$ cat src/rtl/smp_pkg.sv
// ---------------------------------------------------------------------------
// smp_pkg
// Declarations shared by the memory bus interface and its address register:
// the access state enum, the default widths, and the value returned to the
// internal bus when a memory access times out.
// ---------------------------------------------------------------------------
package smp_pkg;

    localparam int DEF_ADDR_W = 16;
    localparam int DEF_DATA_W = 8;
    localparam int DEF_BUS_W  = 16;

    // Read data substituted for a memory that never acknowledged.
    localparam logic [DEF_DATA_W-1:0] ERR_RDATA = '1;

    typedef enum logic [2:0] {
        IDLE,
        RD_WAIT,
        WR_WAIT,
        RD_DONE,
        WR_DONE
    } state_t;

endpackage

$ cat src/rtl/mem_bus_interface_address_register.sv
// ---------------------------------------------------------------------------
// address_register
// Holds the memory address register AR.
//
// Ports:
//   clock - system clock, rising edge
//   reset - synchronous, active-high; clears q
//   en    - update enable; the top ties this to ~stall
//   load  - load q from d (wins over inc)
//   inc   - increment q, wrapping from all-ones to zero
//   d     - load value
//   q     - current register value
// ---------------------------------------------------------------------------
module address_register
    import smp_pkg::*;
#(
    parameter int ADDR_W = DEF_ADDR_W
) (
    input  logic              clock,
    input  logic              reset,
    input  logic              en,
    input  logic              load,
    input  logic              inc,
    input  logic [ADDR_W-1:0] d,
    output logic [ADDR_W-1:0] q
);

    // Load beats increment; the natural overflow of the adder gives the wrap.
    always_ff @(posedge clock) begin
        if (reset) begin
            q <= '0;
        end else if (en) begin
            if (load) begin
                q <= d;
            end else if (inc) begin
                q <= q + 1'b1;
            end
        end
    end

endmodule

$ cat src/rtl/mem_bus_interface.sv
// ---------------------------------------------------------------------------
// mem_bus_interface
// Bridges the control unit's memory micro-operations to an external memory
// with a req/ack handshake. Owns AR, registers the request towards memory,
// buffers read data for the internal bus and raises stall while an access is
// outstanding so the time counter holds its T-state.
//
// Ports:
//   clock, reset          - rising-edge clock, synchronous active-high reset
//   ARload, ARinc         - load AR from bus_in / increment AR
//   MEMbus                - read request (memory data wanted on the bus)
//   BUSmem, we            - write request, qualified by we
//   bus_in                - internal bus value (address or write data)
//   bus_out, bus_out_en   - zero-extended read data and its valid flag
//   stall                 - freeze time counter and control-driven loads
//   ar                    - current AR value
//   mem_req, mem_we       - registered request and write flag
//   mem_addr, mem_wdata   - registered address and write data
//   mem_rdata, mem_ack    - memory response
//   bus_err               - sticky flag, set when an access times out
// ---------------------------------------------------------------------------
module mem_bus_interface
    import smp_pkg::*;
#(
    parameter int ADDR_W  = DEF_ADDR_W,
    parameter int DATA_W  = DEF_DATA_W,
    parameter int BUS_W   = DEF_BUS_W,
    parameter int TIMEOUT = 15
) (
    input  logic              clock,
    input  logic              reset,
    input  logic              ARload,
    input  logic              ARinc,
    input  logic              MEMbus,
    input  logic              BUSmem,
    input  logic              we,
    input  logic [BUS_W-1:0]  bus_in,
    output logic [BUS_W-1:0]  bus_out,
    output logic              bus_out_en,
    output logic              stall,
    output logic [ADDR_W-1:0] ar,
    output logic              mem_req,
    output logic              mem_we,
    output logic [ADDR_W-1:0] mem_addr,
    output logic [DATA_W-1:0] mem_wdata,
    input  logic [DATA_W-1:0] mem_rdata,
    input  logic              mem_ack,
    output logic              bus_err
);

    localparam int CNT_W = (TIMEOUT > 1) ? $clog2(TIMEOUT) : 1;
    localparam logic [CNT_W-1:0] CNT_LAST = CNT_W'(TIMEOUT - 1);

    state_t            state;
    state_t            next_state;
    logic [DATA_W-1:0] read_buf;
    logic [CNT_W-1:0]  wait_cnt;
    logic              wr_start;
    logic              rd_start;
    logic              in_wait;
    logic              timed_out;
    logic              done_now;

    // A write wins when the control unit asks for both directions at once.
    assign wr_start  = BUSmem & we;
    assign rd_start  = MEMbus & ~wr_start;
    assign in_wait   = (state == RD_WAIT) || (state == WR_WAIT);
    assign timed_out = in_wait & ~mem_ack & (wait_cnt == CNT_LAST);
    assign done_now  = in_wait & (mem_ack | timed_out);

    // AR only moves while the time counter is running, so an ARinc issued
    // alongside MEMbus lands in the DONE cycle, after mem_addr was captured.
    address_register #(
        .ADDR_W (ADDR_W)
    ) u_ar (
        .clock (clock),
        .reset (reset),
        .en    (~stall),
        .load  (ARload),
        .inc   (ARinc),
        .d     (bus_in[ADDR_W-1:0]),
        .q     (ar)
    );

    always_ff @(posedge clock) begin
        if (reset) begin
            state <= IDLE;
        end else begin
            state <= next_state;
        end
    end

    // Stall is combinational in IDLE so the request cycle itself is frozen;
    // DONE states always fall back to IDLE so each access needs a fresh start.
    always_comb begin
        next_state = state;
        stall      = 1'b0;
        bus_out    = '0;
        bus_out_en = 1'b0;
        case (state)
            IDLE: begin
                stall = rd_start | wr_start;
                if (wr_start) begin
                    next_state = WR_WAIT;
                end else if (rd_start) begin
                    next_state = RD_WAIT;
                end
            end
            RD_WAIT: begin
                stall = 1'b1;
                if (done_now) begin
                    next_state = RD_DONE;
                end
            end
            WR_WAIT: begin
                stall = 1'b1;
                if (done_now) begin
                    next_state = WR_DONE;
                end
            end
            RD_DONE: begin
                bus_out    = BUS_W'(read_buf);
                bus_out_en = MEMbus;
                next_state = IDLE;
            end
            WR_DONE: begin
                next_state = IDLE;
            end
            default: begin
                next_state = IDLE;
            end
        endcase
    end

    // A timeout completes the access like an ack but returns all-ones data
    // and latches bus_err, which only reset clears.
    always_ff @(posedge clock) begin
        if (reset) begin
            mem_req   <= 1'b0;
            mem_we    <= 1'b0;
            mem_addr  <= '0;
            mem_wdata <= '0;
            read_buf  <= '0;
            wait_cnt  <= '0;
            bus_err   <= 1'b0;
        end else if ((state == IDLE) && (rd_start || wr_start)) begin
            mem_req  <= 1'b1;
            mem_addr <= ar;
            wait_cnt <= '0;
            if (wr_start) begin
                mem_we    <= 1'b1;
                mem_wdata <= bus_in[DATA_W-1:0];
            end
        end else if (in_wait) begin
            if (done_now) begin
                mem_req <= 1'b0;
                mem_we  <= 1'b0;
                if (timed_out) begin
                    read_buf <= {DATA_W{1'b1}};
                    bus_err  <= 1'b1;
                end else if (state == RD_WAIT) begin
                    read_buf <= mem_rdata;
                end
            end else begin
                wait_cnt <= wait_cnt + 1'b1;
            end
        end
    end

endmodule

$ cat config.mk
export PLATFORM = sky130hd
export DESIGN_NAME = mem_bus_interface
export DESIGN_NICKNAME = d
export VERILOG_FILES = /design/src/rtl/smp_pkg.sv /design/src/rtl/mem_bus_interface_address_register.sv /design/src/rtl/mem_bus_interface.sv
export SDC_FILE = /design/constraint.sdc
export NUM_CORES = 1
export LEC_CHECK = 0
export ABC_AREA = 1
export CAP_MARGIN = 15
export CORE_ASPECT_RATIO = 0.9
export CORE_UTILIZATION = 25
export CTS_CLUSTER_DIAMETER = 100
export DETAILED_ROUTE_END_ITERATION = 10
export PLACE_DENSITY_LB_ADDON = 0.1
export SYNTH_ARGS = -nofsm -noshare
export SYNTH_HDL_FRONTEND = slang
export SYNTH_HIERARCHICAL = 1
export SYNTH_SLANG_ARGS = --single-unit
export TNS_END_PERCENT = 10
$ cat constraint.sdc
create_clock -name clock -period 1.85 [get_ports clock]
set_input_delay 0.37 -clock clock [delete_from_list [all_inputs] [get_ports clock]]
set_output_delay 0.37 -clock clock [all_outputs]
set_load 0.01 [all_outputs]
==> results.tsv <==
stage	metric	value	unit
layout	most common cell after layout, fill and taps aside	nand2_1	
layout	Antenna diodes	0	
floorplan	Die W	119	um
placed_design	RePlAce Congestion	0.790	
timing	highest clock rate	559	MHz
route	Residual DRC	0	
placed_design	dpl cell area	0.00420	mm2
synth	Async S/R FF share, synth	0	%
critical_path	Crit path max-delay family	buffers and inverters	
clock_network	Worst-path clk slew	0.05	ns
synth	Syn Inst Count	431	
floorplan	die area	0.0127	mm2
critical_path	CP Launch Type	flop	
critical_path	Reg2Reg Setup Slack	0.16	ns
placed_design	post-DP HPWL	6.94	mm
synth	register area share after synthesis	37.9	%
pwr	combinational share of power	41.1	%
critical_path	Crit. End Element	output pin	
clock_network	total CTS buffers	9	
floorplan	Initial Util	26.3	%
floorplan	Core Area	0.0117	mm2
timing	min cycle time layout	1.79	ns
clock_network	Setup Buffers After CTS	0	
synth	Post-synth EDFFs	0	
timing	final hold violation count	0	
route	routed wire length	9.06	mm
clock_network	Hold-fix buffers, CTS	0	
layout	layout cells sized above 1	19.1	%
pwr	cell internal pwr	0.00389	W
critical_path	Critical-path top delay cell	clkdlybuf4s50_1	
critical_path	CP Cell Sequence	clkdlybuf4s50_1	
pwr	pwr dens	1370	mW/mm2
layout	most frequent cells in the layout	nand2_1 (88), clkdlybuf4s50_1 (74), nor2_1 (57)	
route	Via density	4.34	
pwr	Clock Power Share	27.7	%
layout	Post-Layout Inst Area	0.00450	mm2
flow_run	max-cap viol count	0	
global_route	antenna violations before repair	0	
min_path	Hold Crit Class	reg2reg	
global_route	global-route wire length before repair	14.8	mm
critical_path	worst path buffer plus inverter count	1	
layout	area taken by flip-flops and latches	0.00117	mm2
floorplan	# rows	37	
pwr	sw power	0.00225	W
timing	worst clock skew	0.00767	ns
placed_design	Port-buffer cells	84	
route	WL/cell	12.9	um
timing	RSZ-0062 raised after global routing	false	
floorplan	# IOs	93	
clock_network	CTS tree	built	
timing	Final period util	96.6	%
layout	nets	575	
clock_network	root buf cell	clkbuf_16	
layout	Post-Route Utilization	38.6	%
clock_network	htree depth	3	
timing	setup_tns	0	ns
pwr	Sequential Power Share	31.2	%
synth	Synth Cell Area	0.00306	mm2
route	Post-DRT Antenna Nets	0	
global_route	vias in the first global route	2963	
clock_network	worst skew pair latency	0.33	ns
clock_network	Num Clock Sinks	58	
route	Iter 0 DRT Violations	190	
layout	fill count	1268	
critical_path	Worst Path Arrival	1.42	ns
global_route	largest net degree at the start of global routing	28	
synth	#FFs+latches synth	58	
synth	Synthesis Warnings	6	
floorplan	Die Span Y	107	um
pwr	Sw Share	36.6	%
synth	count of different cell masters after synthesis	36	
clock_network	Bufs on Longest Clock Path	2	
critical_path	Critical Path Fanout Max	6	
global_route	gr ovfl total	0	
critical_path	CP Data Required Time	1.48	ns
layout	multi-input logic area	0.00160	mm2
timing	Slew Limit Fails	0	
critical_path	kind of critical path	reg2out	
synth	top_reg_cell synth	dfxtp_1	
timing	final setup vio count	0	
synth	Avg Synthesized Cell Area	7.11	um2
route	vias	3036	
pwr	Static Leak	1.84	nW
route	drt pass-1 iters	5	
layout	P&R area growth vs syn	46.9	%
global_route	Total Routing Usage GR	15.1	%
critical_path	delay of the slowest cell on the worst path	0.60	ns
run_status	outcome	completed	
pwr	peak supply drop	0.000435	V
## cell families after synthesis
group | share of synthesized area (%)
flops | 37.9
xor+xnor | 0.286
other cells | 0.122
fa+ha+maj | 1.23
compound gates | 16.4
simple gates | 33.1
buf+inv | 10.9
## power groups by stage
stage,combinational (W),sequential [W],clock [W]
2_1_floorplan,0.00131,0.00199,0
3_3_place_gp,0.00252,0.00193,0
3_5_place_dp,0.00256,0.00193,0
4_1_cts,0.00256,0.00191,0.00176
5_1_grt,0.00282,0.00198,0.00181
6_report,0.00252,0.00192,0.00170
## cells in the mapped netlist, types with 4 or more instances
master	n	area share [%]
a21oi_1	26	4.2
a21oi_2	14	4.0
buf_2	4	0.65
buf_4	9	2.2
buf_6	4	1.5
dfxtp_1	58	38
inv_1	38	4.7
inv_2	6	0.74
nand2_1	89	11
nand2_2	4	0.82
nand3_1	19	3.1
nand3_2	5	1.6
nand3b_1	9	2.2
nand4_1	10	2.0
nor2_1	58	7.1
nor2_2	14	2.9
o21ai_0	30	4.9
o21ai_1	8	1.3
## flip-flops by register name (all words and copies together) (netlist names)
register,cells
bus_err,1
mem_addr,16
mem_req,1
mem_wdata,8
mem_we,1
read_buf,8
state,3
u_ar/q,16
wait_cnt,4
## worst reg2reg max path, stage by stage, from the launching register on
cell	delay, ns
dfxtp_2	0.35
inv_1	0.10
nand3_2	0.12
nand2_4	0.05
nor2_2	0.13
buf_4	0.13
o21ai_2	0.06
inv_2	0.21
o21ai_0	0.19
o21ai_0	0.18
a21oi_1	0.05
## metal layers
layer / track usage (%) / wire length [um] / vias up
met5: 0 / 0 / -
met4: 4.07 / 84 / 0
met3: 4.79 / 342 / 6
met2: 24.0 / 4140 / 56
met1: 19.5 / 4500 / 1378
li1: - / - / 1596
## final timing paths
kind,start,endpoint,depth (start not counted)
min,mem_wdata[7]$_SDFFE_PP0P_,mem_wdata[7]$_SDFFE_PP0P_,2
min reg2reg,mem_wdata[7]$_SDFFE_PP0P_,mem_wdata[7]$_SDFFE_PP0P_,2
max reg2reg,state[1]$_SDFFE_PP0P_,u_ar/q[3]$_SDFFE_PP0P_,10
max,u_ar/q[6]$_SDFFE_PP0P_,ar[6],1
## layout make-up
class | count | share of cell area (%)
Clock buffer | 13 | 6.00
Clock inverter | 2 | 0.778
Inverter | 47 | 4.14
Multi-Input combinational cell | 312 | 35.5
Sequential cell | 58 | 25.9
Tap cell | 156 | 4.34
Timing Repair Buffer | 112 | 23.3
## through the flow
step	setup slack (ns)	hold WS (ns)	total power (W)	instances
finish	0.0624	0.462	0.00614	700
global route	0.00106	0.480	0.00661	700
CTS	0.00663	0.465	0.00623	700
detailed placement	-0.258	0.458	0.00448	685
global placement	-0.251	0.455	0.00446	685
floorplan	0.335	0.436	0.00329	438
## what timing repair did
action | in CTS | in global routing
pin swaps | 0 | 2
setup endpoints to repair | 11 | 5
resized for setup | 12 | 7
No activity file was read; power rests on OpenSTA's default activity.
